$ cat src/rtl/oam_scan_pkg.sv
// oam_scan_pkg: shared OAM constants, scan states and the sprite visibility test
package oam_scan_pkg;
    localparam int OAM_ENTRIES = 40;
    localparam int MAX_SPRITES = 10;
    typedef enum logic [1:0] {SCAN_IDLE, SCAN_RUN, SCAN_DRAIN} scan_state_e;
    // 9-bit compare so ly+16 and y+h never wrap
    function automatic logic sprite_visible(input logic [7:0] ly, input logic [7:0] y, input logic tall);
        logic [8:0] line, top, bot;
        line = {1'b0, ly} + 9'd16;
        top = {1'b0, y};
        bot = top + (tall ? 9'd16 : 9'd8);
        return line >= top && line < bot;
    endfunction
endpackage

$ cat src/rtl/oam_scan_if.sv
// oam_scan_if: control, OAM read port and sprite buffer read port of the sprite search
interface oam_scan_if;
    logic start, obj_tall, dma_active, oam_re, busy, done;
    logic [7:0] ly, oam_addr, oam_data, rd_y, rd_x, rd_tile, rd_attr;
    logic [3:0] sprite_count, rd_idx;
    modport master (
        output start, ly, obj_tall, dma_active, oam_data, rd_idx,
        input oam_addr, oam_re, busy, done, sprite_count, rd_y, rd_x, rd_tile, rd_attr
    );
    modport slave (
        input start, ly, obj_tall, dma_active, oam_data, rd_idx,
        output oam_addr, oam_re, busy, done, sprite_count, rd_y, rd_x, rd_tile, rd_attr
    );
endinterface

$ cat src/rtl/oam_sprite_buf.sv
// oam_sprite_buf: sprite slot register file, byte-lane write port and combinational word read
module oam_sprite_buf
    import oam_scan_pkg::*;
#(
    parameter int DEPTH = MAX_SPRITES
) (
    input  logic        clock,
    input  logic        reset,
    input  logic        we,
    input  logic [3:0]  wr_slot,
    input  logic [1:0]  wr_lane,
    input  logic [7:0]  wr_data,
    input  logic [3:0]  rd_idx,
    output logic [31:0] rd_data
);
    logic [31:0] mem_q [DEPTH];
    logic [31:0] mem_d [DEPTH];
    always_comb begin
        mem_d = mem_q;
        if (we && wr_slot < 4'(DEPTH)) mem_d[wr_slot][wr_lane*8 +: 8] = wr_data;
    end
    always_ff @(posedge clock or posedge reset)
        if (reset) for (int i = 0; i < DEPTH; i++) mem_q[i] <= '0;
        else mem_q <= mem_d;
    assign rd_data = rd_idx < 4'(DEPTH) ? mem_q[rd_idx] : '0;
endmodule

$ cat src/rtl/oam_scan.sv
// oam_scan: per-scanline walk of all OAM entries, keeping the first visible sprites in OAM order
module oam_scan #(
    parameter int MAX_SPRITES = oam_scan_pkg::MAX_SPRITES,
    parameter int OAM_ENTRIES = oam_scan_pkg::OAM_ENTRIES
) (
    input logic clock,
    input logic reset,
    oam_scan_if.slave bus
);
    import oam_scan_pkg::*;
    localparam logic [7:0] LAST = 8'(OAM_ENTRIES*4 - 1);
    localparam logic [3:0] CAP = 4'(MAX_SPRITES);
    scan_state_e state_q, state_d;
    logic [7:0] addr_q, addr_d, cap_addr_q, ly_q, ly_d, byte_c;
    logic [3:0] count_q, count_d;
    logic cap_v_q, cap_v_d, tall_q, tall_d, hit_q, hit_d, done_q, done_d, vis, we;
    logic [1:0] lane;
    logic [31:0] rd_word;
    always_comb begin
        // a byte read while DMA owns OAM is unreliable; 0xFF as Y can never match
        byte_c = bus.dma_active ? 8'hFF : bus.oam_data;
        lane = cap_addr_q[1:0];
        vis = sprite_visible(ly_q, byte_c, tall_q) && count_q < CAP;
        we = cap_v_q && !bus.start && (lane == 2'd0 ? vis : hit_q);
        hit_d = (cap_v_q && lane == 2'd0) ? vis : hit_q;
        cap_v_d = state_q == SCAN_RUN && !bus.start;
        count_d = count_q + 4'(we && lane == 2'd3);
        state_d = state_q;
        addr_d = addr_q;
        ly_d = ly_q;
        tall_d = tall_q;
        done_d = 1'b0;
        if (bus.start) begin
            state_d = SCAN_RUN;
            addr_d = '0;
            count_d = '0;
            ly_d = bus.ly;
            tall_d = bus.obj_tall;
        end else if (state_q == SCAN_RUN) begin
            state_d = addr_q == LAST ? SCAN_DRAIN : SCAN_RUN;
            addr_d = addr_q == LAST ? addr_q : addr_q + 8'd1;
        end else if (state_q == SCAN_DRAIN) begin
            state_d = SCAN_IDLE;
            done_d = 1'b1;
        end
    end
    always_ff @(posedge clock or posedge reset)
        if (reset) begin
            state_q <= SCAN_IDLE;
            addr_q <= '0;
            cap_addr_q <= '0;
            ly_q <= '0;
            count_q <= '0;
            cap_v_q <= 1'b0;
            tall_q <= 1'b0;
            hit_q <= 1'b0;
            done_q <= 1'b0;
        end else begin
            state_q <= state_d;
            addr_q <= addr_d;
            cap_addr_q <= addr_q;
            ly_q <= ly_d;
            count_q <= count_d;
            cap_v_q <= cap_v_d;
            tall_q <= tall_d;
            hit_q <= hit_d;
            done_q <= done_d;
        end
    oam_sprite_buf #(.DEPTH(MAX_SPRITES)) u_buf (
        .clock(clock), .reset(reset), .we(we), .wr_slot(count_q), .wr_lane(lane),
        .wr_data(byte_c), .rd_idx(bus.rd_idx), .rd_data(rd_word)
    );
    assign {bus.rd_attr, bus.rd_tile, bus.rd_x, bus.rd_y} = rd_word;
    assign bus.oam_addr = addr_q;
    assign bus.oam_re = state_q == SCAN_RUN;
    assign bus.busy = state_q != SCAN_IDLE;
    assign bus.done = done_q;
    assign bus.sprite_count = count_q;
endmodule

$ cat src/flat_wrapper.sv
// flat-port wrapper written by rule: the top's interface ports become plain ports
module oam_scan_flat import oam_scan_pkg::*;
#(
    parameter int MAX_SPRITES = oam_scan_pkg::MAX_SPRITES,
    parameter int OAM_ENTRIES = oam_scan_pkg::OAM_ENTRIES
)
  (clock, reset, bus_start, bus_ly, bus_obj_tall, bus_dma_active, bus_oam_data, bus_rd_idx, bus_oam_addr, bus_oam_re, bus_busy, bus_done, bus_sprite_count, bus_rd_y, bus_rd_x, bus_rd_tile, bus_rd_attr);
  oam_scan_if bus_i ();
  input logic clock;
  input logic reset;
  input wire logic [$bits(bus_i.start)-1:0] bus_start;
  input wire logic [$bits(bus_i.ly)-1:0] bus_ly;
  input wire logic [$bits(bus_i.obj_tall)-1:0] bus_obj_tall;
  input wire logic [$bits(bus_i.dma_active)-1:0] bus_dma_active;
  input wire logic [$bits(bus_i.oam_data)-1:0] bus_oam_data;
  input wire logic [$bits(bus_i.rd_idx)-1:0] bus_rd_idx;
  output wire logic [$bits(bus_i.oam_addr)-1:0] bus_oam_addr;
  output wire logic [$bits(bus_i.oam_re)-1:0] bus_oam_re;
  output wire logic [$bits(bus_i.busy)-1:0] bus_busy;
  output wire logic [$bits(bus_i.done)-1:0] bus_done;
  output wire logic [$bits(bus_i.sprite_count)-1:0] bus_sprite_count;
  output wire logic [$bits(bus_i.rd_y)-1:0] bus_rd_y;
  output wire logic [$bits(bus_i.rd_x)-1:0] bus_rd_x;
  output wire logic [$bits(bus_i.rd_tile)-1:0] bus_rd_tile;
  output wire logic [$bits(bus_i.rd_attr)-1:0] bus_rd_attr;
  assign bus_i.start = bus_start;
  assign bus_i.ly = bus_ly;
  assign bus_i.obj_tall = bus_obj_tall;
  assign bus_i.dma_active = bus_dma_active;
  assign bus_i.oam_data = bus_oam_data;
  assign bus_i.rd_idx = bus_rd_idx;
  assign bus_oam_addr = bus_i.oam_addr;
  assign bus_oam_re = bus_i.oam_re;
  assign bus_busy = bus_i.busy;
  assign bus_done = bus_i.done;
  assign bus_sprite_count = bus_i.sprite_count;
  assign bus_rd_y = bus_i.rd_y;
  assign bus_rd_x = bus_i.rd_x;
  assign bus_rd_tile = bus_i.rd_tile;
  assign bus_rd_attr = bus_i.rd_attr;
  oam_scan #(.MAX_SPRITES(MAX_SPRITES), .OAM_ENTRIES(OAM_ENTRIES)) u_core (.clock(clock), .reset(reset), .bus(bus_i));
endmodule
$ cat config.mk
export PLATFORM = sky130hd
export DESIGN_NAME = oam_scan_flat
export DESIGN_NICKNAME = d
export VERILOG_FILES = /design/src/rtl/oam_scan_pkg.sv /design/src/rtl/oam_scan_if.sv /design/src/rtl/oam_sprite_buf.sv /design/src/rtl/oam_scan.sv /design/src/flat_wrapper.sv
export SDC_FILE = /design/constraint.sdc
export NUM_CORES = 1
export LEC_CHECK = 0
export ABC_AREA = 1
export BUFFER_PORTS_ARGS = -buffer_cell sky130_fd_sc_hd__buf_2
export CELL_PAD_IN_SITES_DETAIL_PLACEMENT = 0
export CELL_PAD_IN_SITES_GLOBAL_PLACEMENT = 2
export CORE_AREA = 2 2 234 236
export DETAILED_ROUTE_END_ITERATION = 7
export DIE_AREA = 0 0 236 238
export PLACE_DENSITY_LB_ADDON = 0.25
export SETUP_SLACK_MARGIN = 0.4
export SYNTH_ARGS = -nofsm -noshare
export SYNTH_HDL_FRONTEND = slang
export SYNTH_SLANG_ARGS = --single-unit
$ cat constraint.sdc
create_clock -name clock -period 11.4 [get_ports clock]
set_input_delay 1.14 -clock clock [delete_from_list [all_inputs] [get_ports clock]]
set_output_delay 1.14 -clock clock [all_outputs]
set_load 0.005 [all_outputs]
==> results of run 1 <==
-- worst register-to-register path, stage by stage (launching register included) --
cell,delay (ps)
dfrtp_1,540
inv_1,240
ha_1,690
nor2_1,170
nor2_4,130
buf_4,440
inv_1,140
a21oi_4,160
buf_12,630
buf_4,1060
nand2_1,480
nand2_1,160
nand2_1,60
-- flip-flops by register name, summed over array words and instances (netlist names) --
name	cells
u_core.cap_v_q	1
u_core.bus.oam_addr	8
u_core.state_q	2
u_core.bus.sprite_count	4
u_core.tall_q	1
u_core.bus.done	1
u_core.ly_q	8
u_core.hit_q	1
u_core.cap_addr_q	2
u_core.u_buf.mem_q	320
-- synthesized netlist by cell type, drive strengths merged (8+ instances only) --
| cell type | instances |
|---|---|
| a21oi | 35 |
| a31o | 8 |
| buf | 51 |
| clkbuf | 111 |
| dfrtp | 348 |
| ha | 25 |
| inv | 124 |
| mux2i | 14 |
| nand2 | 734 |
| nand3 | 80 |
| nand4 | 295 |
| nor2 | 199 |
| nor3 | 15 |
| o211ai | 25 |
| o21ai | 176 |
| o221ai | 19 |
| o22ai | 26 |
-- routing by layer --
metal / GRT usage [%] / part of all wire [%] / up-vias
met5: 0 / 0 / -
li1: - / - / 7859
met2: 37.9 / 45 / 596
met4: 6.66 / 2.2 / 0
met1: 34.2 / 46 / 8427
met3: 4.16 / 6.9 / 85
-- placed cells by master (no fill, tap or decap), drive strengths merged --
master    Yosys  layout
nor2        199     199
nand3        80      80
xor2          6       6
clkinvlp      0       1
a31oi         2       2
o31ai         1       1
inv         124     124
buf          51     107
a21oi        35      35
dfrtp       348     348
nor4          1       1
nand4       295     295
o221ai       19      19
a32o          3       3
ha           25      25
o21ai       176     176
nor3         15      15
or2           1       1
clkbuf      111      67
nand2       734     734
mux2i        14      14
o211ai       25      25
and3          2       2
xnor2         1       1
a31o          8       8
fa            1       1
o2111ai       1       1
o221a         4       4
clkinv        2       7
o22ai        26      26
bufinv        0       2
-- power groups by stage --
stage	combinational [W]	clock, W	sequential (W)
after detailed placement	0.000421	0	0.00133
after global placement	0.000417	0	0.00133
after CTS	0.000422	0.00142	0.00131
after global routing	0.000473	0.00146	0.00131
after floorplan	0.000281	0	0.00132
final	0.000422	0.00139	0.00131
-- cells by family after synthesis --
| family | synth area share [%] |
|---|---|
| XOR/XNOR | 0.340 |
| flip-flops | 48.3 |
| AO/OA/AOI/OAI | 9.71 |
| AND/OR/NAND/NOR | 32.7 |
| adder cells (fa/ha/maj) | 1.85 |
| multiplexers | 0.777 |
| buffers and inverters | 6.31 |
-- worst max-delay path by stage --
stage | from | endpoint | slack (ps) | cells after the start
after floorplan | reset | u_core.bus.done$_DFF_PP0_ | 610 | 1
after global placement | bus_dma_active | u_core.u_buf.mem_q[278]$_DFFE_PP0P_ | 5560 | 20
after detailed placement | bus_dma_active | u_core.u_buf.mem_q[279]$_DFFE_PP0P_ | 5430 | 19
after CTS | bus_rd_idx[0] | bus_rd_attr[5] | 5930 | 8
after global routing | bus_dma_active | u_core.u_buf.mem_q[277]$_DFFE_PP0P_ | 5540 | 19
final | bus_dma_active | u_core.u_buf.mem_q[279]$_DFFE_PP0P_ | 5890 | 19
-- metrics by stage --
stage	area [sq um]	worst slack, ps	hold slack [ps]	std cells	util (%)
after floorplan	18000	610	423	2310	-
after global placement	19000	5560	441	2951	35.4
after detailed placement	19000	5430	440	2951	35.4
after CTS	20400	5930	453	3026	38.0
after global routing	20400	5540	467	3026	38.0
final	20400	5890	448	3026	38.0
-- cell type report --
class | instances | share of cell area [%]
clock buffer | 67 | 6.43
clock inverter | 8 | 0.455
inverter | 126 | 2.37
multi-input combinational | 1674 | 40.5
sequential | 348 | 42.8
tap | 696 | 4.28
timing repair buffer | 107 | 3.15
==> flow_summary_export.csv, run 1 <==
group,metric,value,unit
run_status,status,"completed",
power_and_ir_drop,power.net_switching,0.000897,W
synth,synth_area_per_cell,7.81,sq um
critical_path,cp-start-kind,"input pin",
power_and_ir_drop,total_power,0.00312,W
critical_path,r2r_cells,12,
synth,synth_fp_nets,2361,
detailed_routing,wl_per_cell,22.4,microns
synth,synth_top_cell_by_area,"dfrtp_1",
hold_path,timing.hold.worst.start,"u_core.state_q[0]$_DFFE_PP0P_",
critical_path,cp_max_fo,205,
power_and_ir_drop,irDropWorstVdd,100,uV
critical_path,path_cells,"buf_2, nor2_1, inv_1, ha_1, a21oi_1, or2_2, nor2_1, nand2_1, ha_1, a21oi_1, nand3_1, a21oi_1, nand2_1, a21oi_4, buf_12, buf_4, nand2_1, nand2_1, nand2_1",
synth,synth_area,18000,sq um
synth,yosysWarnings,0,
power_and_ir_drop,power_frac_clock,44.5,%
clock_network,clkTransAtPathRegs,60,ps
placement,gp_congestion,0.797,
clock_network,postCtsSetupRepairBufs,0,
detailed_routing,drtIter0Drc,1520,
synth,synth_seq_cells,348,
critical_path,crit_required,11850,ps
critical_path,path_common_cell,"nand2_1",
critical_path,r2r-end,"u_core.u_buf.mem_q[279]$_DFFE_PP0P_",
clock_network,h-tree-depth,2,
clock_network,cts_buffer_depth,3,
sta,relSlewSlack,25.0,%
job,drv_cap,0,
sta,rsz0062_at_grt,"no",
detailed_routing,drt-total-wl,67800,microns
die,top_level_ports,72,
critical_path,endpoint_kind,"register",
critical_path,path_delay_family,"buffers and inverters",
hold_path,holdPathStages,1,
sta,max_freq,181,MHz
sta,finalCritPeriodShare,48.3,%
sta,setup_tns,0,ps
clock_network,cts_tree,"done",
placement,port-buffer-count,71,
grt,grt_overflow,0,
hold_path,whs_endpoint,"u_core.bus.done$_DFF_PP0_",
final_layout,drive_gt1_share,9.06,%
grt,grt_pass1_wl,105000,microns
final_layout,diodes,0,
detailed_routing,via_count,17000,
sta,finalCriticalPeriod,5510,ps
placement,dp_hpwl,38400,microns
power_and_ir_drop,total_leakage_power,10.3,nW
synth,ys.flop_type,"dfrtp_1",
critical_path,critPathKind,"input pin to register",
final_layout,multiInputGateArea,8250,sq um
hold_path,hold_path.class,"register to register",
synth,synth_top_area_share,48.3,%
sta,drv_slew,0,
synth,synthCells,2310,
die,die_w,236,microns
power_and_ir_drop,power_frac_seq,42.0,%
detailed_routing,firstDrtPassIters,6,
grt,track_usage,24.1,%
synth,synth_edf_count,0,
clock_network,cts.sink_count,348,
power_and_ir_drop,power_per_cell_area,153,nW/um^2
power_and_ir_drop,switching_share,28.8,%
critical_path,crit_buf_inv,4,
detailed_routing,viasPerCell,5.61,
critical_path,slowest_delay,890,ps
clock_network,insertion_delay,570,ps
clock_network,cts_buffers,43,
sta,fin_skew,12.6,ps
grt,grt_max_degree,206,
final_layout,fillerInstances,5559,
sta,hold_viol,0,
synth,synth_area_leaders,"dfrtp_1, nand2_1, nand4_1",
power_and_ir_drop,intPower,0.00222,W
detailed_routing,drc,0,
detailed_routing,ant_nets,0,
die,initial_core_util,33.7,%
synth,yosysUniqueCellTypes,37,
critical_path,r2r-start,"u_core.cap_addr_q[0]$_DFF_PP0_",
die,dieArea,56200,sq um
die,die_y,238,microns
final_layout,seq_area,8710,sq um
die,num_rows,85,
sta,setup_viol_count_final,0,
critical_path,r2r_setup_slack,6410,ps
critical_path,slowest_stage,"buf_4",
die,coreArea,53500,sq um
clock_network,postCtsHoldBufs,0,
grt,grt_pass1_vias,16600,
sta,worstMarginPinSlew,1120,ps
synth,ys_async_sr_fraction,100,%
final_layout,syn_to_final_growth,12.9,%
grt,antenna_found_initial,1,
power_and_ir_drop,power_frac_comb,13.5,%
synth,seq_area_frac_synth,48.3,%
final_layout,nets,2351,
critical_path,arrival,5960,ps
clock_network,ctsRootBufferMaster,"clkbuf_16",
clock_network,cts_resized,0,
No activity file was read; power rests on OpenSTA's default activity.
==> run 2, diff against run 1 <==
- CORE_AREA: 2 2 234 236 -> 2 2 224 226
- DIE_AREA: 0 0 236 238 -> 0 0 226 228
- clock period: 11.4 -> 5.36 ns (I/O delays scaled with it)
==> run 2 against run 1 <==
  * Die area decreased by 8.3%
  * Routed wire length decreased by 2.2%
  * Global-route usage increased by 1.8 points
  * Hold slack got worse by 370 ps
  * Highest routed layer unchanged
  * Critical endpoint is now u_core.u_buf.mem_q[211]$_DFFE_PP0P_
  * Via count increased by 0.26%
  * Critical path depth decreased by 1
  * Count of clock-buffer cells in the layout decreased by 6
  * Utilization increased by 3.9 points
  * Combinational power increased by 110%
  * Largest power group unchanged
  * Sequential share of layout area decreased by 0.74 points
  * Cell area increased by 1.8%
  * Worst setup slack got worse by 4600 ps
==> flow_summary_export.csv, run 2 (synthesis gave the netlist of run 1 again) <==
group,metric,value,unit
run_status,status,"completed",
sta,rsz0062_at_grt,"no",
detailed_routing,firstDrtPassIters,5,
clock_network,cts_tree,"done",
sta,finalCritPeriodShare,75.0,%
critical_path,path_common_cell,"nand2_1",
clock_network,clkTransAtPathRegs,60,ps
final_layout,drive_gt1_share,10.7,%
placement,gp_congestion,0.810,
sta,worstMarginPinSlew,1150,ps
critical_path,crit_required,5810,ps
critical_path,slowest_stage,"nor2_1",
job,drv_cap,0,
die,coreArea,49300,sq um
critical_path,arrival,4470,ps
final_layout,regMostFlops,"u_core.u_buf.mem_q",
final_layout,final_common_cell,"nand2_1",
critical_path,cp_max_fo,18,
grt,grt_pass1_wl,103000,microns
die,dieArea,51500,sq um
clock_network,cts_buffer_depth,3,
sta,hold_viol,0,
sta,max_freq,249,MHz
grt,track_usage,25.9,%
clock_network,cts_buffers,43,
sta,drv_slew,0,
critical_path,cp-start-kind,"input pin",
die,die_y,228,microns
final_layout,post-route-util,42.0,%
grt,antenna_found_initial,0,
grt,grt_max_degree,128,
power_and_ir_drop,irDropWorstVdd,195,uV
clock_network,postCtsHoldBufs,0,
sta,finalCriticalPeriod,4020,ps
detailed_routing,drt-total-wl,66200,microns
detailed_routing,viasPerCell,5.60,
grt,grt_pass1_vias,16400,
grt,grt_overflow,0,
final_layout,largest_register_ffs,320,
sta,setup_tns,0,ps
detailed_routing,drc,0,
critical_path,slowest_delay,540,ps
critical_path,endpoint_kind,"register",
hold_path,hold_path.class,"input pin to async pin",
placement,port-buffer-count,71,
detailed_routing,drtIter0Drc,1768,
sta,relSlewSlack,23.0,%
clock_network,h-tree-depth,2,
critical_path,path_cells,"buf_2, nor2_1, inv_1, ha_1, a21oi_1, or2_2, nor2_1, nand2_1, ha_1, a21oi_1, nand3_1, a21oi_1, nand2_1, nand2_2, buf_4, nand4_1, nand2_1, nand2_1",
detailed_routing,ant_nets,0,
sta,setup_viol_count_final,0,
clock_network,postCtsSetupRepairBufs,0,
die,initial_core_util,36.5,%
critical_path,critPathKind,"input pin to register",
clock_network,cts_resized,0,
power_and_ir_drop,power_per_cell_area,327,nW/um^2
clock_network,ctsRootBufferMaster,"clkbuf_16",
detailed_routing,via_count,17000,
final_layout,syn_to_final_growth,14.8,%
detailed_routing,wl_per_cell,21.8,microns
final_layout,final_cell_mix,"nand2_1, dfrtp_1, nand4_1",
final_layout,nets,2384,
die,die_w,226,microns
final_layout,diodes,0,
sta,fin_skew,15.1,ps
die,num_rows,82,
placement,dp_hpwl,40000,microns
power_and_ir_drop,total_power,0.00678,W
clock_network,cts.sink_count,348,
clock_network,insertion_delay,570,ps
die,top_level_ports,72,
power_and_ir_drop,total_leakage_power,10.6,nW
==> run 2: cell count changes in the layout (fill, tap and decap cells not counted), moves of 3 or more <==
cell       change
clkbuf_1       -6
buf_12         +4
clkinv_2       +6
bufinv_16      +3
buf_4         +29
==> run 2: path summary, 6_finish.rpt <==
path / to / slack [ps] / cells after the start / start
setup / recovery: u_core.u_buf.mem_q[211]$_DFFE_PP0P_ / 1340 / 18 / bus_dma_active
hold / removal: u_core.u_buf.mem_q[55]$_DFFE_PP0P_ / 80 / 2 / reset
setup reg to reg: u_core.u_buf.mem_q[211]$_DFFE_PP0P_ / 1820 / 15 / u_core.tall_q$_DFFE_PP0P_
hold reg to reg: u_core.cap_v_q$_DFF_PP0_ / 460 / 1 / u_core.state_q[1]$_DFFE_PP0P_
max in group asynchronous: u_core.u_buf.mem_q[230]$_DFFE_PP0P_ / 4030 / 3 / reset
min in group clock: u_core.ly_q[2]$_DFFE_PP0P_ / 170 / 3 / bus_ly[2]
==> run 2: metal layers <==
metal  vias to the layer above  global-route usage [%]  routed length [microns]
met3                        84                    4.44                     4200
met2                       575                    39.1                    29800
li1                       7924                       -                        -
met1                      8428                    38.6                    31100
met4                         0                    5.71                     1170
met5                         -                       0                        0
==> run 2: final cells by class <==
| type | instances | area [sq um] |
|---|---|---|
| sequential | 348 | 8710 |
| tap | 672 | 841 |
| clock inverter | 16 | 205 |
| clock buffer | 61 | 1290 |
| timing repair buffer | 140 | 938 |
| multi-input combinational | 1674 | 8250 |
| inverter | 126 | 479 |
| fill | 5107 | 28600 |
==> run 2: worst max-delay path: cells and delay by family <==
family	cells	cell delay, ps
simple gates	10	2320
buf+inv	3	610
compound gates	3	370
fa+ha+maj	2	630
==> run 2: through the flow <==
step	worst slack (ps)	std cells	hold slack, ps	area [sq um]
after floorplan	166	2310	423	18000
after global placement	947	2960	448	19200
after detailed placement	875	2960	453	19200
after CTS	1470	3037	68.5	20700
after global routing	1170	3037	122	20700
final	1340	3037	77.7	20700
==> run 2: power breakdown <==
group          internal [W]  switching, W  leakage (nW)
sequential          0.00273     0.0000491          4.72
clock               0.00190       0.00119         0.747
combinational      0.000240      0.000663          5.09
==> run 3, diff against run 2 <==
- CORE_AREA: 2 2 224 226 -> 2 2 234 236
- DIE_AREA: 0 0 226 228 -> 0 0 236 238
- clock period: 5.36 -> 3.7 ns (I/O delays scaled with it)
==> run 3 against run 2 <==
  * Critical endpoint is now bus_rd_tile[5]
  * Global-route usage down 1.8 points
  * Clock skew up 8.2 ps
  * Total power up 47%
  * Critical path depth down 11
  * Sequential power increased by 45%
  * Largest power group unchanged
==> flow_summary_export.csv, run 3 (synthesis gave the netlist of run 1 again) <==
group,metric,value,unit
run_status,status,"completed",
power_and_ir_drop,power_frac_comb,14.6,%
critical_path,cp_max_fo,15,
final_layout,nets,2464,
final_layout,syn_to_final_growth,19.7,%
detailed_routing,viasPerCell,5.56,
critical_path,r2r_setup_slack,570,ps
die,coreArea,53500,sq um
critical_path,path_common_cell,"buf_2",
sta,finalCritPeriodShare,85.4,%
final_layout,fin_cells,3141,
grt,grt_max_degree,118,
placement,port-buffer-count,71,
power_and_ir_drop,switching_share,28.5,%
detailed_routing,drc,0,
grt,track_usage,24.1,%
final_layout,final_common_cell,"nand2_1",
critical_path,endpoint_kind,"primary output",
detailed_routing,wl_per_cell,22.1,microns
sta,drv_slew,0,
detailed_routing,drtIter0Drc,1881,
grt,grt_pass1_vias,17100,
critical_path,cp-start-kind,"input pin",
detailed_routing,via_count,17500,
placement,placedCellCount,3032,
die,top_level_ports,72,
clock_network,insertion_delay,590,ps
sta,finalCriticalPeriod,3160,ps
sta,worstMarginPinSlew,1120,ps
critical_path,slowest_delay,980,ps
sta,setup_viol_count_final,0,
power_and_ir_drop,total_power,0.00997,W
critical_path,path_cells,"buf_2, inv_1, nor2_1, nand3_1, o2111ai_1, nand2_1, buf_2",
die,num_rows,85,
power_and_ir_drop,power_frac_clock,45.0,%
power_and_ir_drop,power.net_switching,0.00284,W
die,die_w,236,microns
placement,gp_congestion,0.830,
sta,fin_skew,23.3,ps
clock_network,cts_buffers,45,
die,dieArea,56200,sq um
critical_path,crit_buf_inv,3,
placement,dp_hpwl,42700,microns
grt,antenna_found_initial,0,
final_layout,drive_gt1_share,13.5,%
sta,rsz0062_at_grt,"yes",
sta,relSlewSlack,24.7,%
clock_network,cts_buffer_depth,3,
die,initial_core_util,33.7,%
sta,max_freq,317,MHz
placement,pre_cts_ws,203,ps
sta,setup_slack,541,ps
job,drv_cap,0,
final_layout,final_cell_mix,"nand2_1, dfrtp_1, nand4_1",
clock_network,clkTransAtPathRegs,50,ps
power_and_ir_drop,power_frac_seq,40.4,%
detailed_routing,drt-total-wl,69300,microns
final_layout,largest_register_ffs,320,
critical_path,arrival,2790,ps
power_and_ir_drop,total_leakage_power,11.0,nW
final_layout,fillerInstances,5444,
die,die_y,238,microns
clock_network,cts_tree,"done",
critical_path,path_delay_family,"simple AND/OR/NAND/NOR gates",
hold_path,hold_path.class,"input pin to register",
power_and_ir_drop,intPower,0.00712,W
critical_path,critPathKind,"input pin to primary output",
placement,place_area,19700,sq um
detailed_routing,ant_nets,0,
critical_path,crit_required,3330,ps
power_and_ir_drop,irDropWorstVdd,320,uV
sta,hold_viol,0,
grt,grt_overflow,0,
clock_network,h-tree-depth,2,
final_layout,design_area,21600,sq um
clock_network,cts.sink_count,348,
detailed_routing,firstDrtPassIters,6,
clock_network,ctsRootBufferMaster,"clkbuf_16",
critical_path,slowest_stage,"nor2_1",
grt,grt_pass1_wl,105000,microns
power_and_ir_drop,power_per_cell_area,462,nW/um^2
final_layout,regMostFlops,"u_core.u_buf.mem_q",
run 3: changes by cell type in the layout (fill, tap and decap cells not counted), sizes merged:
cell	delta
buf	+66
clkbuf	+11
dlygate4sd3	+8
clkinv	-4
bufinv	-3
diode	+1
inv	+1
run 3: worst reg2reg max path, cell delays in order, from the launching register on:
cell     delay, ps
dfrtp_1        400
inv_1           80
ha_1           230
fa_1           420
nand3_1        120
xor2_1         160
ha_1           270
nand3_1        100
nand3_1         70
a21oi_1        150
nand2_2        130
nand2_4        130
buf_12         160
buf_12         140
nand4_1        130
buf_4          220
nand2_1         70
nand2_1         60
run 3: path summary, 6_finish.rpt:
| check | startpoint | to | depth (start not counted) |
|---|---|---|---|
| worst max-delay path | bus_rd_idx[1] | bus_rd_tile[5] | 7 |
| min in group asynchronous | reset | u_core.u_buf.mem_q[243]$_DFFE_PP0P_ | 3 |
| worst max register to register | u_core.tall_q$_DFFE_PP0P_ | u_core.u_buf.mem_q[184]$_DFFE_PP0P_ | 17 |
| max in group asynchronous | reset | u_core.ly_q[3]$_DFFE_PP0P_ | 4 |
| worst min-delay path | bus_ly[0] | u_core.ly_q[0]$_DFFE_PP0P_ | 3 |
| worst min register to register | u_core.u_buf.mem_q[264]$_DFFE_PP0P_ | u_core.u_buf.mem_q[264]$_DFFE_PP0P_ | 2 |
run 3: layout make-up:
cell class	count	area [sq um]	share of cell area, %
Antenna cell	1	2.50	0.0116
Clock buffer	68	1400	6.46
Clock inverter	10	104	0.481
Inverter	126	479	2.22
Multi-Input combinational cell	1674	8290	38.4
Sequential cell	348	8710	40.4
Tap cell	696	871	4.04
Timing Repair Buffer	218	1730	8.04
run 3: layer usage:
layer | share of wire (%) | vias up | wire (microns) | track usage (%)
met4 | 3.2 | 0 | 2240 | 8.84
met3 | 6.2 | 114 | 4320 | 3.26
met5 | 0 | - | 0 | 0
li1 | - | 8103 | - | -
met1 | 46 | 8622 | 32100 | 34.4
met2 | 44 | 620 | 30700 | 37.3
run 3: per-stage QoR:
step                      util, %  TNS, ps  hold slack, ps
final                        40.3        0            21.8
after global placement       36.7        0             396
after floorplan                 -  -462300             423
after CTS                    39.7        0          0.0270
after detailed placement     36.7        0             399
after global routing         40.3        0            42.7
run 3: power groups by stage:
stage          clock network, W  registers (W)  logic [W]
5_1_grt                 0.00474        0.00404    0.00162
3_5_place_dp                  0        0.00410    0.00136
2_1_floorplan                 0        0.00408   0.000865
3_3_place_gp                  0        0.00410    0.00136
6_report                0.00448        0.00403    0.00146
4_1_cts                 0.00458        0.00403    0.00138
run 3: what timing repair did:
| action | 4_1_cts | 5_1_grt |
|---|---|---|
| endpoints found under the hold margin | 19 | 0 |
| buffers inserted | 0 | 17 |
| setup endpoints to repair | 12 | 300 |
| hold buffers | 8 | 0 |
| cloned | 0 | 5 |
| pin swaps | 0 | 5 |
| gates resized for setup | 1 | 28 |
